===== src/rtl/if_fetch_pkg.sv =====
// Shared definitions for the instruction-fetch stage: datapath width,
// reset PC, the NOP encoding used for an empty IF slot, and FSM states.
package if_fetch_pkg;

  localparam int unsigned RegW = 32;

  // Default fetch PC after reset.
  localparam logic [RegW-1:0] RESET_PC_DEF = 32'h8000_0000;

  // Encoding presented on if_inst_o while no word has been fetched.
  localparam logic [31:0] INST_NOP = 32'h0340_0000;

  // Width of the BaseRAM wait-state counter (SRAM_WAIT is 0..7).
  localparam int unsigned WaitW = 3;

  typedef enum logic [1:0] {
    ST_IDLE  = 2'd0,
    ST_FETCH = 2'd1,
    ST_VALID = 2'd2
  } fetch_state_e;

  // Sequential next-instruction address; wraps modulo 2^32.
  function automatic logic [RegW-1:0] pc_plus4(input logic [RegW-1:0] pc);
    return pc + 32'd4;
  endfunction

endpackage


===== src/rtl/if_nextpc.sv =====
// Combinational next-PC selection for the fetch stage.
// Priority: redirect target > sequential pc+4 on handoff > hold.
module if_nextpc
  import if_fetch_pkg::*;
(
  input  logic [RegW-1:0] i_pc,
  input  logic [RegW-1:0] i_target,
  input  logic            i_redirect,
  input  logic            i_handoff,
  output logic [RegW-1:0] o_next_pc
);

  // Select the PC to be fetched after this cycle.
  always_comb begin
    o_next_pc = i_pc;
    if (i_redirect) begin
      o_next_pc = i_target;
    end else if (i_handoff) begin
      o_next_pc = pc_plus4(i_pc);
    end
  end

endmodule


===== src/rtl/if_fetch.sv =====
// Instruction-fetch stage: owns the fetch PC, reads BaseRAM through a
// wait-state FSM, holds the fetched word until ID accepts it, yields the
// bus to MEM on hazard, and applies ID redirects discarding wrong-path words.
module if_fetch
  import if_fetch_pkg::*;
#(
  parameter logic [RegW-1:0] RESET_PC  = RESET_PC_DEF,
  parameter int unsigned     SRAM_WAIT = 1
) (
  input  logic            clk_i,
  input  logic            rst_i,
  input  logic            ctl_id_allow_in_i,
  input  logic            ctl_jbr_taken_i,
  input  logic [RegW-1:0] jbr_target_i,
  input  logic            ctl_baseram_hazard_i,
  input  logic [31:0]     inst_sram_rdata_i,
  output logic [19:0]     inst_sram_addr_o,
  output logic            inst_sram_ce_n_o,
  output logic            inst_sram_oe_n_o,
  output logic [RegW-1:0] if_pc_o,
  output logic [31:0]     if_inst_o,
  output logic            ctl_if_over_o
);

  if (SRAM_WAIT > 7) begin : g_bad_wait
    $error("if_fetch: SRAM_WAIT must be in 0..7");
  end

  localparam logic [WaitW-1:0] WaitLast = WaitW'(SRAM_WAIT);

  fetch_state_e     r_state;
  logic [RegW-1:0]  r_pc;
  logic [WaitW-1:0] r_wait_cnt;
  logic [31:0]      r_inst;
  logic [RegW-1:0]  r_if_pc;

  logic             w_in_fetch;
  logic             w_if_over;
  logic             w_handoff;
  logic             w_wait_done;
  logic [RegW-1:0]  w_next_pc;

  assign w_in_fetch  = (r_state == ST_FETCH);
  assign w_wait_done = (r_wait_cnt == WaitLast);

  // A redirect in the same cycle withdraws the held word from ID.
  assign w_if_over = (r_state == ST_VALID) && !ctl_jbr_taken_i;
  assign w_handoff = w_if_over && ctl_id_allow_in_i;

  if_nextpc u_nextpc (
    .i_pc       (r_pc),
    .i_target   (jbr_target_i),
    .i_redirect (ctl_jbr_taken_i),
    .i_handoff  (w_handoff),
    .o_next_pc  (w_next_pc)
  );

  // Fetch FSM: wait-state counting, capture, hold, handoff and redirect.
  always_ff @(posedge clk_i) begin
    if (rst_i) begin
      r_state    <= ST_IDLE;
      r_pc       <= RESET_PC;
      r_wait_cnt <= '0;
      r_inst     <= INST_NOP;
      r_if_pc    <= RESET_PC;
    end else begin
      r_pc <= w_next_pc;
      if (ctl_jbr_taken_i) begin
        // Redirect overrides any capture, handoff or hazard this cycle.
        r_state    <= ST_FETCH;
        r_wait_cnt <= '0;
      end else begin
        unique case (r_state)
          ST_IDLE: begin
            r_state    <= ST_FETCH;
            r_wait_cnt <= '0;
          end
          ST_FETCH: begin
            if (ctl_baseram_hazard_i) begin
              // MEM took the bus; the access restarts from scratch.
              r_wait_cnt <= '0;
            end else if (w_wait_done) begin
              r_inst     <= inst_sram_rdata_i;
              r_if_pc    <= r_pc;
              r_wait_cnt <= '0;
              r_state    <= ST_VALID;
            end else begin
              r_wait_cnt <= r_wait_cnt + 1'b1;
            end
          end
          ST_VALID: begin
            if (w_handoff) begin
              r_state    <= ST_FETCH;
              r_wait_cnt <= '0;
            end
          end
          default: begin
            r_state    <= ST_IDLE;
            r_wait_cnt <= '0;
          end
        endcase
      end
    end
  end

  // The bus is driven only while fetching and released the same cycle MEM claims it.
  assign inst_sram_ce_n_o = !w_in_fetch || ctl_baseram_hazard_i;
  assign inst_sram_oe_n_o = inst_sram_ce_n_o;
  assign inst_sram_addr_o = r_pc[21:2];

  assign if_pc_o       = r_if_pc;
  assign if_inst_o     = r_inst;
  assign ctl_if_over_o = w_if_over;

endmodule


===== config.mk =====
export PLATFORM = sky130hd
export DESIGN_NAME = if_fetch
export DESIGN_NICKNAME = d
export VERILOG_FILES = /design/src/rtl/if_fetch_pkg.sv /design/src/rtl/if_nextpc.sv /design/src/rtl/if_fetch.sv
export SDC_FILE = /design/constraint.sdc
export NUM_CORES = 1
export LEC_CHECK = 0
export BUFFER_PORTS_ARGS = -buffer_cell sky130_fd_sc_hd__buf_2
export CAP_MARGIN = 15
export CORE_UTILIZATION = 30
export CTS_BUF_LIST = sky130_fd_sc_hd__clkbuf_8
export DETAILED_ROUTE_END_ITERATION = 10
export GPL_ROUTABILITY_DRIVEN = 0
export SKIP_CTS_REPAIR_TIMING = 1
export SLEW_MARGIN = 20
export SYNTH_ARGS = -nofsm -noshare
export SYNTH_HDL_FRONTEND = slang
export SYNTH_SLANG_ARGS = --single-unit

===== constraint.sdc =====
create_clock -name clk_i -period 1.9 [get_ports clk_i]
set_input_delay 0.095 -clock clk_i [delete_from_list [all_inputs] [get_ports clk_i]]
set_output_delay 0.095 -clock clk_i [all_outputs]
set_load 0.05 [all_outputs]

==> flow_summary.toml, run 1 <==
[die]
core_area_sq_um = 14800
die_w_um = 126
rows = 44
initial_core_util_pct = 31.2
fp.dieH_um = 126
ios = 156
dieArea_sq_um = 15800

[synthesis]
synthDistinctLibCells = 58
yosysTopAreaCell = "dfxtp_1"
synth_area_leaders = "dfxtp_1, nand2_1, a21oi_1"
syn-num-nets = 649
synthArstFlopShare_pct = 0
ys_seq_area_share_pct = 43.9
syn_inst = 579
synth_edf_count = 0
synth_area_sq_um = 4600
yosys_warnings = 0
synth_ff_type = "dfxtp_1"
synth.avg_cell_area_sq_um = 7.95
ys_ff_latch = 101
synth_top_area_share_pct = 43.9

[global_routing]
grt_first_pass_wirelength_mm = 21.3
overflow = 0
grt_max_degree = 65
antenna_found_initial = 0
grt_use_total_pct = 17.1
grt_pass1_vias = 4019

[clocking]
tritoncts = "yes"
cts_buffers = 9
clk_pin_slew_ns = 0.10
cts_root_buffer = "clkbuf_8"
clk_latency_ns = 0.39
htree_levels = 3
clockBufferDepth = 2
clock-sinks = 101

[cells_and_area]
final_layout_size_suffix_gt1_share_pct = 30.4
antenna_cells = 0
fin_nets = 855
mostFrequentLayoutCells = "buf_2, nand2_1, dfxtp_1"
stdcell_count = 974
final_common_cell = "buf_2"
fillers = 1489
syn_to_final_growth_pct = 38.5
final_util_pct = 43.2

[flow_run]
cap_violations = 0

[setup_path]
cp_slowest_cell = "or4_4"
crit_start = "r_pc[7]"
crit_family = "simple AND/OR/NAND/NOR gates"
critPathCaptureType = "register"
cp-start-kind = "register"
r2r_start = "r_pc[7]"
crit_chain = "nand4_4, or4_4, or4_1, nand3_1"
worstSetupPathType = "reg -> reg"
r2r_end = "r_pc[29]"
r2r_setup_slack_ns = 0.08
cp.arrival_ns = 2.14
worst-path-buf-inv = 0
r2r_cells = 4
slowest_delay_ns = 0.61
cp_max_fo = 7
crit_required_ns = 2.23

[detailed_routing]
routed_wl_mm = 14.3
routedWlPerCell_um = 14.6
drt-pass1-iter-count = 4
vias = 4733
route.detailed.drc = 0
drtIter0Drc = 225
ant_nets = 0
vias_per_cell = 4.86

[sta]
setup_viol = 0
skew_ns = 0.0148
period_minus_slack_ns = 1.82
tightest_slew_ns = 0.438
tns_ns = 0
hold_viol_final = 2
timing.final.crit_share_pct = 95.6
slew_violations = 0
fmax_ghz = 0.550
slew_headroom_pct = 70.8
rsz0062_at_grt = "false"
whs_ns = -0.0206

[placement]
dp_hpwl_mm = 9.70
dp_cells = 909
io_buffers = 155

[power]
powerDensity_nw_per_um2 = 674
p_leak_nw = 2.63
fin_total_pwr_mw = 4.29
ir_worst_vdd_mv = 0.292

[hold_path]
hold_path_startpoint = "jbr_target_i[13]"
whs_endpoint = "r_pc[13]"
hold_class = "in -> reg"
worstHoldPathCells = 3

[outcome]
violations = "hold timing"
outcome = "finished, violations left"
worst reg2reg max path, stage by stage (launching register included):
cell	delay [ns]
dfxtp_2	0.38
nand4_4	0.15
or4_4	0.61
or4_1	0.52
nand3_1	0.09
report_power, final:
group	internal, mW	switching, mW
Combinational	0.261	0.344
Sequential	2.17	0.0577
Clock	0.684	0.776
registers in the layout, indices dropped and copies added (netlist names):
name and count:
r_state 2, if_inst_o 32, if_pc_o 32, r_pc 32, r_wait_cnt 3
area by class of cell:
cell class / count / area, sq um / area share (%)
Sequential cell: 101 / 2030 / 31.9
Inverter: 7 / 26.3 / 0.412
Timing Repair Buffer: 254 / 1670 / 26.3
Clock buffer: 11 / 151 / 2.38
Multi-Input combinational cell: 412 / 2200 / 34.6
Tap cell: 184 / 230 / 3.61
Clock inverter: 5 / 57.6 / 0.903
worst max path at each step:
stage	end	slack, ns	cells past startpoint
2_1_floorplan	if_inst_o[0]	0.008	7
3_3_place_gp	if_pc_o[7]	0.07	6
3_5_place_dp	if_pc_o[7]	0.05	6
4_1_cts	r_pc[29]	0.007	4
5_1_grt	r_pc[13]	0.004	5
6_report	r_pc[29]	0.08	4
cells in the mapped netlist, types with 2 or more instances:
library cell and n:
nand2_1 143, dfxtp_1 101, a21oi_1 67, nor2_1 36, buf_4 21, nand3_1 20
clkbuf_1 19, o21ai_0 15, a211oi_1 11, buf_2 10, nand4_1 10, nor3_1 10
nor4_1 10, or3_1 9, or4_1 7, buf_6 6, inv_1 6, xnor2_1 6
a311oi_1 5, and3_1 5, o31ai_1 5, and2_1 4, nand2b_1 4, mux2i_1 3
o211ai_1 3, a211o_1 2, a32oi_1 2, and4_1 2, buf_1 2, nor3b_1 2
o2111a_1 2, o21a_1 2, o31a_1 2, or2_2 2, xor2_1 2
logic make-up (layout without fill, tap and decap cells):
logic type,after synthesis,in the layout,synth area share (%)
adders and majority gates,1,1,0.272
xor gates and xnor gates,8,8,1.52
DFF,101,101,43.9
buffers and inverters,66,277,8.38
and+or+nand+nor,276,276,28.7
AOI/OAI and AO/OA,124,124,16.5
muxes,3,3,0.653
through the flow:
| stage | setup WS, ns | hold slack (ns) | cell area, sq um |
|---|---|---|---|
| floorplan | 0.00762 | 0.219 | 4650 |
| global placement | 0.0734 | 0.314 | 5660 |
| detailed placement | 0.0502 | 0.319 | 5660 |
| CTS | 0.00661 | -0.103 | 5860 |
| global route | 0.00403 | 0.0123 | 6370 |
| finish | 0.0831 | -0.0206 | 6370 |
metal layers:
layer,vias to the layer above,track usage [%],share of wire [%]
met5,-,0,0
met4,0,5.46,1.1
met3,11,4.59,5.8
met2,132,26.9,47
met1,2171,22.7,46
li1,2419,-,-
Note: power is estimated with default switching activity, not from simulation.
==> run 2, diff against run 1 <==
--- a/config.mk
+++ b/config.mk
@@ -5,6 +5,7 @@
 export SDC_FILE = /design/constraint.sdc
 export NUM_CORES = 1
 export LEC_CHECK = 0
+export ABC_AREA = 1
 export BUFFER_PORTS_ARGS = -buffer_cell sky130_fd_sc_hd__buf_2
 export CAP_MARGIN = 15
 export CORE_UTILIZATION = 30
==> run 2 against run 1 <==
The run still ends with hold timing left. Largest cell class unchanged. Area after synthesis rose by 6.4%. Synthesized cell count rose by 24%. Sequential share of layout area up 0.58 points. Sequential power is essentially flat. Power is 4.9% lower. Largest power group unchanged. Die area grew 6.3%. Hold slack better by 0.0053 ns. Register-to-register slack improved by 0.16 ns. Critical endpoint is now r_pc[26]. Non-clock buffer count fell by 50. Combinational power shrank 2%. Clock power shrank 14%. Sequential cell count stayed put.
==> flow_summary.toml, run 2 <==
[outcome]
outcome = "finished, violations left"
violations = "hold timing"

[power]
intPower_mw = 2.89
netSwitchingFraction_pct = 29.4
powerDensity_nw_per_um2 = 655
p_seq_share_pct = 54.8
clockPowerShare_pct = 30.7
combPwrFrac_pct = 14.5
switchingPower_mw = 1.20
p_leak_nw = 2.86
ir_worst_vdd_mv = 0.382

[placement]
io_buffers = 155
dp_hpwl_mm = 11.2

[hold_path]
hold_path_startpoint = "jbr_target_i[12]"
hold_class = "in -> reg"

[sta]
whs_ns = -0.0154
period_minus_slack_ns = 1.66
fmax_ghz = 0.602
skew_ns = 0.0173
slew_headroom_pct = 48.0
rsz0062_at_grt = "false"
setup_viol = 0
tns_ns = 0
slew_violations = 0
tightest_slew_ns = 0.779
hold_viol_final = 1
timing.final.crit_share_pct = 87.4

[synthesis]
synth_fa_ha_area_share_pct = 0.255
syn_inst = 718
netlist_top_cells_count = "nor2_1, nand2_1, dfxtp_1, o21ai_0, inv_1"
synth_ff_type = "dfxtp_1"
yosys_warnings = 0
synthMostInstantiatedCell = "nor2_1"
ys_ff_latch = 101
synth.avg_cell_area_sq_um = 6.82
synth_area_sq_um = 4900
ys_seq_area_share_pct = 41.3
synth_compound_area_share_pct = 15.9
synth_top_area_share_pct = 41.3
synth_top_family_by_area = "simple AND/OR/NAND/NOR gates"
synth_area_leaders = "dfxtp_1, nor2_1, nand2_1"
synthXorXnorAreaFrac_pct = 0.358
muxShareOfSynthArea_pct = 0
synthDistinctLibCells = 37
syn-num-nets = 788
yosysTopAreaCell = "dfxtp_1"
synthArstFlopShare_pct = 0
synthSimpleGateAreaFrac_pct = 30.8
synth_edf_count = 0

[die]
die_w_um = 130
dieArea_sq_um = 16800
fp.dieH_um = 130
core_area_sq_um = 15900
rows = 46
ios = 156
initial_core_util_pct = 30.8

[global_routing]
antenna_found_initial = 1
grt_pass1_vias = 4571
grt_use_total_pct = 18.3
grt_max_degree = 52
grt_first_pass_wirelength_mm = 23.8
overflow = 0

[flow_run]
cap_violations = 0

[detailed_routing]
ant_nets = 0
route.detailed.drc = 0
drtIter0Drc = 320
routedWlPerCell_um = 14.1
routed_wl_mm = 15.5
vias_per_cell = 4.64
vias = 5098
drt-pass1-iter-count = 5

[clocking]
clk_latency_ns = 0.39
tritoncts = "yes"
clockBufferDepth = 2
cts_root_buffer = "clkbuf_8"
clock-sinks = 101
htree_levels = 3
clk_pin_slew_ns = 0.09
cts_buffers = 9

[setup_path]
cp_max_fo = 6
cp.arrival_ns = 1.92
r2r_start = "r_pc[3]"
crit_required_ns = 2.15
crit_start = "r_pc[3]"
cp-start-kind = "register"
critPathCaptureType = "register"
worstSetupPathType = "reg -> reg"

[cells_and_area]
syn_to_final_growth_pct = 27.3
final_layout_size_suffix_gt1_share_pct = 23.1
fillers = 1760
fin_nets = 947
mostFrequentLayoutCells = "nor2_1, buf_2, nand2_1"
final_common_cell = "nor2_1"
-- run 2: path summary, 6_finish.rpt --
| path | to | slack (ns) | cells past startpoint |
|---|---|---|---|
| min | r_pc[12] | -0.02 | 3 |
| max | r_pc[26] | 0.24 | 10 |
| min reg2reg | if_inst_o[25] | 0.46 | 2 |
| max reg2reg | r_pc[26] | 0.24 | 10 |
-- run 2: final cells by class --
cell class | count | area [sq um] | share of cell area [%]
Sequential cell | 101 | 2020 | 32.4
Clock inverter | 4 | 26.3 | 0.421
Timing Repair Buffer | 204 | 1240 | 19.9
Antenna cell | 2 | 5.00 | 0.0803
Multi-Input combinational cell | 506 | 2320 | 37.2
Tap cell | 216 | 270 | 4.33
Clock buffer | 10 | 138 | 2.21
Inverter | 55 | 209 | 3.35
-- run 2: cells by family (layout without fill, tap and decap cells) --
family                     Yosys count  count (layout)
and+or+nand+nor                    358             358
buffers and inverters              111             273
adders and majority gates            1               1
DFF                                101             101
xor gates and xnor gates             2               2
AOI/OAI and AO/OA                  145             145
other                                0               2
-- run 2: per-stage QoR --
step | utilization [%] | area [sq um] | total power, mW | setup slack, ns | cells
after CTS | 37.0 | 5870 | 4.09 | 0.215 | 1061
after detailed placement | 35.9 | 5710 | 2.82 | 0.219 | 1047
after floorplan | - | 4900 | 2.66 | 0.476 | 718
after global placement | 35.9 | 5710 | 2.83 | 0.256 | 1047
final | 39.2 | 6230 | 4.09 | 0.239 | 1098
after global routing | 39.2 | 6230 | 4.31 | 0.0255 | 1096
-- run 2: worst max-delay path: stages (launching register included) --
cell     delay, ns
dfxtp_1       0.44
ha_1          0.24
nand3_1       0.17
inv_1         0.13
nand2_1       0.12
inv_1         0.12
nand2_1       0.06
nand2_1       0.06
nand3_1       0.07
nand2_1       0.08
a21oi_1       0.06
-- run 2: power groups by stage --
stage               Clock (mW)  Sequential (mW)  Combinational, mW
floorplan                    0             2.30              0.355
global placement             0             2.28              0.542
detailed placement           0             2.29              0.539
CTS                       1.31             2.24              0.541
global route              1.41             2.25              0.650
finish                    1.25             2.24              0.594
-- run 2: metal layers --
metal | share of wire, % | GRT usage [%] | vias to the layer above | routed length, um
met5 | 0 | 0 | - | 0
met4 | 1.3 | 4.24 | 0 | 201
met3 | 6.8 | 6.48 | 13 | 1050
met2 | 47 | 30.1 | 155 | 7270
met1 | 45 | 23.0 | 2317 | 6990
li1 | - | - | 2613 | -
==> run 3, diff against run 2 <==
--- a/config.mk
+++ b/config.mk
@@ -12,6 +12,7 @@
 export CTS_BUF_LIST = sky130_fd_sc_hd__clkbuf_8
 export DETAILED_ROUTE_END_ITERATION = 10
 export GPL_ROUTABILITY_DRIVEN = 0
+export SETUP_SLACK_MARGIN = 0.5
 export SKIP_CTS_REPAIR_TIMING = 1
 export SLEW_MARGIN = 20
 export SYNTH_ARGS = -nofsm -noshare
==> run 3 against run 2 <==
The flow still finishes with violations (hold timing). Global-route usage decreased by 0.25 points. Critical path depth decreased by 2. Hold slack got worse by 0.00086 ns. Largest cell class unchanged.
==> flow_summary.toml, run 3 (synthesis results as in run 2) <==
[outcome]
outcome = "finished, violations left"
violations = "hold timing"

[global_routing]
grt_use_total_pct = 18.1
overflow = 0
grt_first_pass_wirelength_mm = 23.2
antenna_found_initial = 1
grt_max_degree = 44
grt_pass1_vias = 4469

[power]
p_seq_share_pct = 51.7
powerDensity_nw_per_um2 = 614
clockPowerShare_pct = 33.2
netSwitchingFraction_pct = 29.5
ir_worst_vdd_mv = 0.399
p_leak_nw = 3.12
combPwrFrac_pct = 15.2
intPower_mw = 3.06
switchingPower_mw = 1.28

[sta]
slew_headroom_pct = 70.6
fmax_ghz = 0.687
skew_ns = 0.0158
setup_viol = 0
whs_ns = -0.0162
timing.final.crit_share_pct = 76.7
rsz0062_at_grt = "true"
period_minus_slack_ns = 1.46
tightest_slew_ns = 0.442
tns_ns = 0
hold_viol_final = 2
slew_violations = 0

[setup_path]
r2r_end = "if_inst_o[20]"
path_depth = 8
crit_chain = "inv_4, nor2_4, inv_2, nor3_4, buf_6, clkbuf_16, o21ai_0, nor2_1"
worstSetupPathType = "reg -> reg"
r2r_setup_slack_ns = 0.44
crit_start = "r_state[0]"
crit_required_ns = 2.23
cp.arrival_ns = 1.78
r2r_cells = 8
cp_slowest_cell = "dfxtp_2"
crit_family = "buffers and inverters"
critPathCaptureType = "register"
cp-start-kind = "register"
cp_max_fo = 18
worst-path-buf-inv = 4
slowest_delay_ns = 0.36
r2r_start = "r_state[0]"

[flow_run]
cap_violations = 0

[die]
rows = 46
fp.dieH_um = 130
core_area_sq_um = 15900
die_w_um = 130
initial_core_util_pct = 30.8
ios = 156
dieArea_sq_um = 16800

[placement]
dp_hpwl_mm = 11.0
dp_cells = 1045
io_buffers = 155

[hold_path]
whs_endpoint = "r_pc[12]"
worstHoldPathCells = 3
hold_class = "in -> reg"
hold_path_startpoint = "jbr_target_i[12]"

[cells_and_area]
fin_nets = 970
final_layout_size_suffix_gt1_share_pct = 36.0
mostFrequentLayoutCells = "buf_2, nor2_1, nand2_1"
fillers = 1658
stdcell_count = 1121
final_common_cell = "buf_2"
syn_to_final_growth_pct = 44.3

[clocking]
cts_buffers = 9
clk_pin_slew_ns = 0.11
tritoncts = "yes"
htree_levels = 3
clk_latency_ns = 0.39
clockBufferDepth = 2
clock-sinks = 101
cts_root_buffer = "clkbuf_8"

[detailed_routing]
routed_wl_mm = 16.7
drtIter0Drc = 308
routedWlPerCell_um = 14.9
ant_nets = 0
drt-pass1-iter-count = 5
vias = 5253
route.detailed.drc = 0
vias_per_cell = 4.69
-- run 3: cell types whose count changed in the layout (fill, tap and decap cells not counted), moves of 7 or more --
cell	previous run	this run
buf_6	0	8
dfxtp_1	101	76
dfxtp_2	0	9
dfxtp_4	0	16
nand2_1	121	109
nand2_2	2	11
nand3_1	42	35
nor2_1	168	142
nor2_2	3	19
nor2_4	4	14
o21ai_0	71	54
o21ai_2	0	9
-- run 3: per-layer routing --
layer / GRT usage (%) / vias up / part of all wire, %
met2: 30.4 / 168 / 50
met3: 6.36 / 15 / 7.4
met1: 22.4 / 2396 / 42
met5: 0 / - / 0
li1: - / 2674 / -
met4: 3.28 / 0 / 1.2
-- run 3: how the worst max path moves through the flow --
stage,slack [ns],to
floorplan,0.51,r_pc[20]
global placement,0.21,r_pc[20]
detailed placement,0.23,r_pc[20]
CTS,0.22,r_pc[20]
global route,0.35,r_pc[31]
finish,0.44,if_inst_o[20]
-- run 3: power by group through the flow --
stage,sequential [mW],clock (mW),combinational (mW)
floorplan,2.30,0,0.355
global placement,2.29,0,0.533
detailed placement,2.29,0,0.535
CTS,2.24,1.47,0.536
global route,2.25,1.55,0.708
finish,2.24,1.44,0.658
-- run 3: layout make-up --
| class | count | area [sq um] | share of cell area [%] |
|---|---|---|---|
| multi-input combinational | 507 | 2670 | 37.8 |
| sequential | 101 | 2090 | 29.6 |
| timing repair buffer | 226 | 1600 | 22.6 |
| tap | 216 | 270 | 3.83 |
| inverter | 55 | 234 | 3.31 |
| clock buffer | 10 | 138 | 1.95 |
| clock inverter | 5 | 60.1 | 0.850 |
| antenna | 1 | 2.50 | 0.0354 |
-- run 3: stage by stage --
stage                     utilization [%]  total power, mW  hold WS (ns)  setup slack (ns)  instance area (sq um)
after floorplan                         -             2.66         0.173             0.507                   4900
after global placement               36.0             2.82         0.306             0.209                   5710
after detailed placement             36.0             2.82         0.310             0.231                   5710
after CTS                            37.2             4.25       -0.0902             0.221                   5910
after global routing                 44.5             4.51       -0.0110             0.349                   7060
final                                44.5             4.34       -0.0162             0.444                   7060
-- run 3: worst register-to-register path, delay by kind of cell, from the launching register on --
family / cells / cell delay [ns]
buffers and inverters: 4 / 0.54
AOI/OAI and AO/OA: 1 / 0.09
DFF: 1 / 0.36
and+or+nand+nor: 3 / 0.41
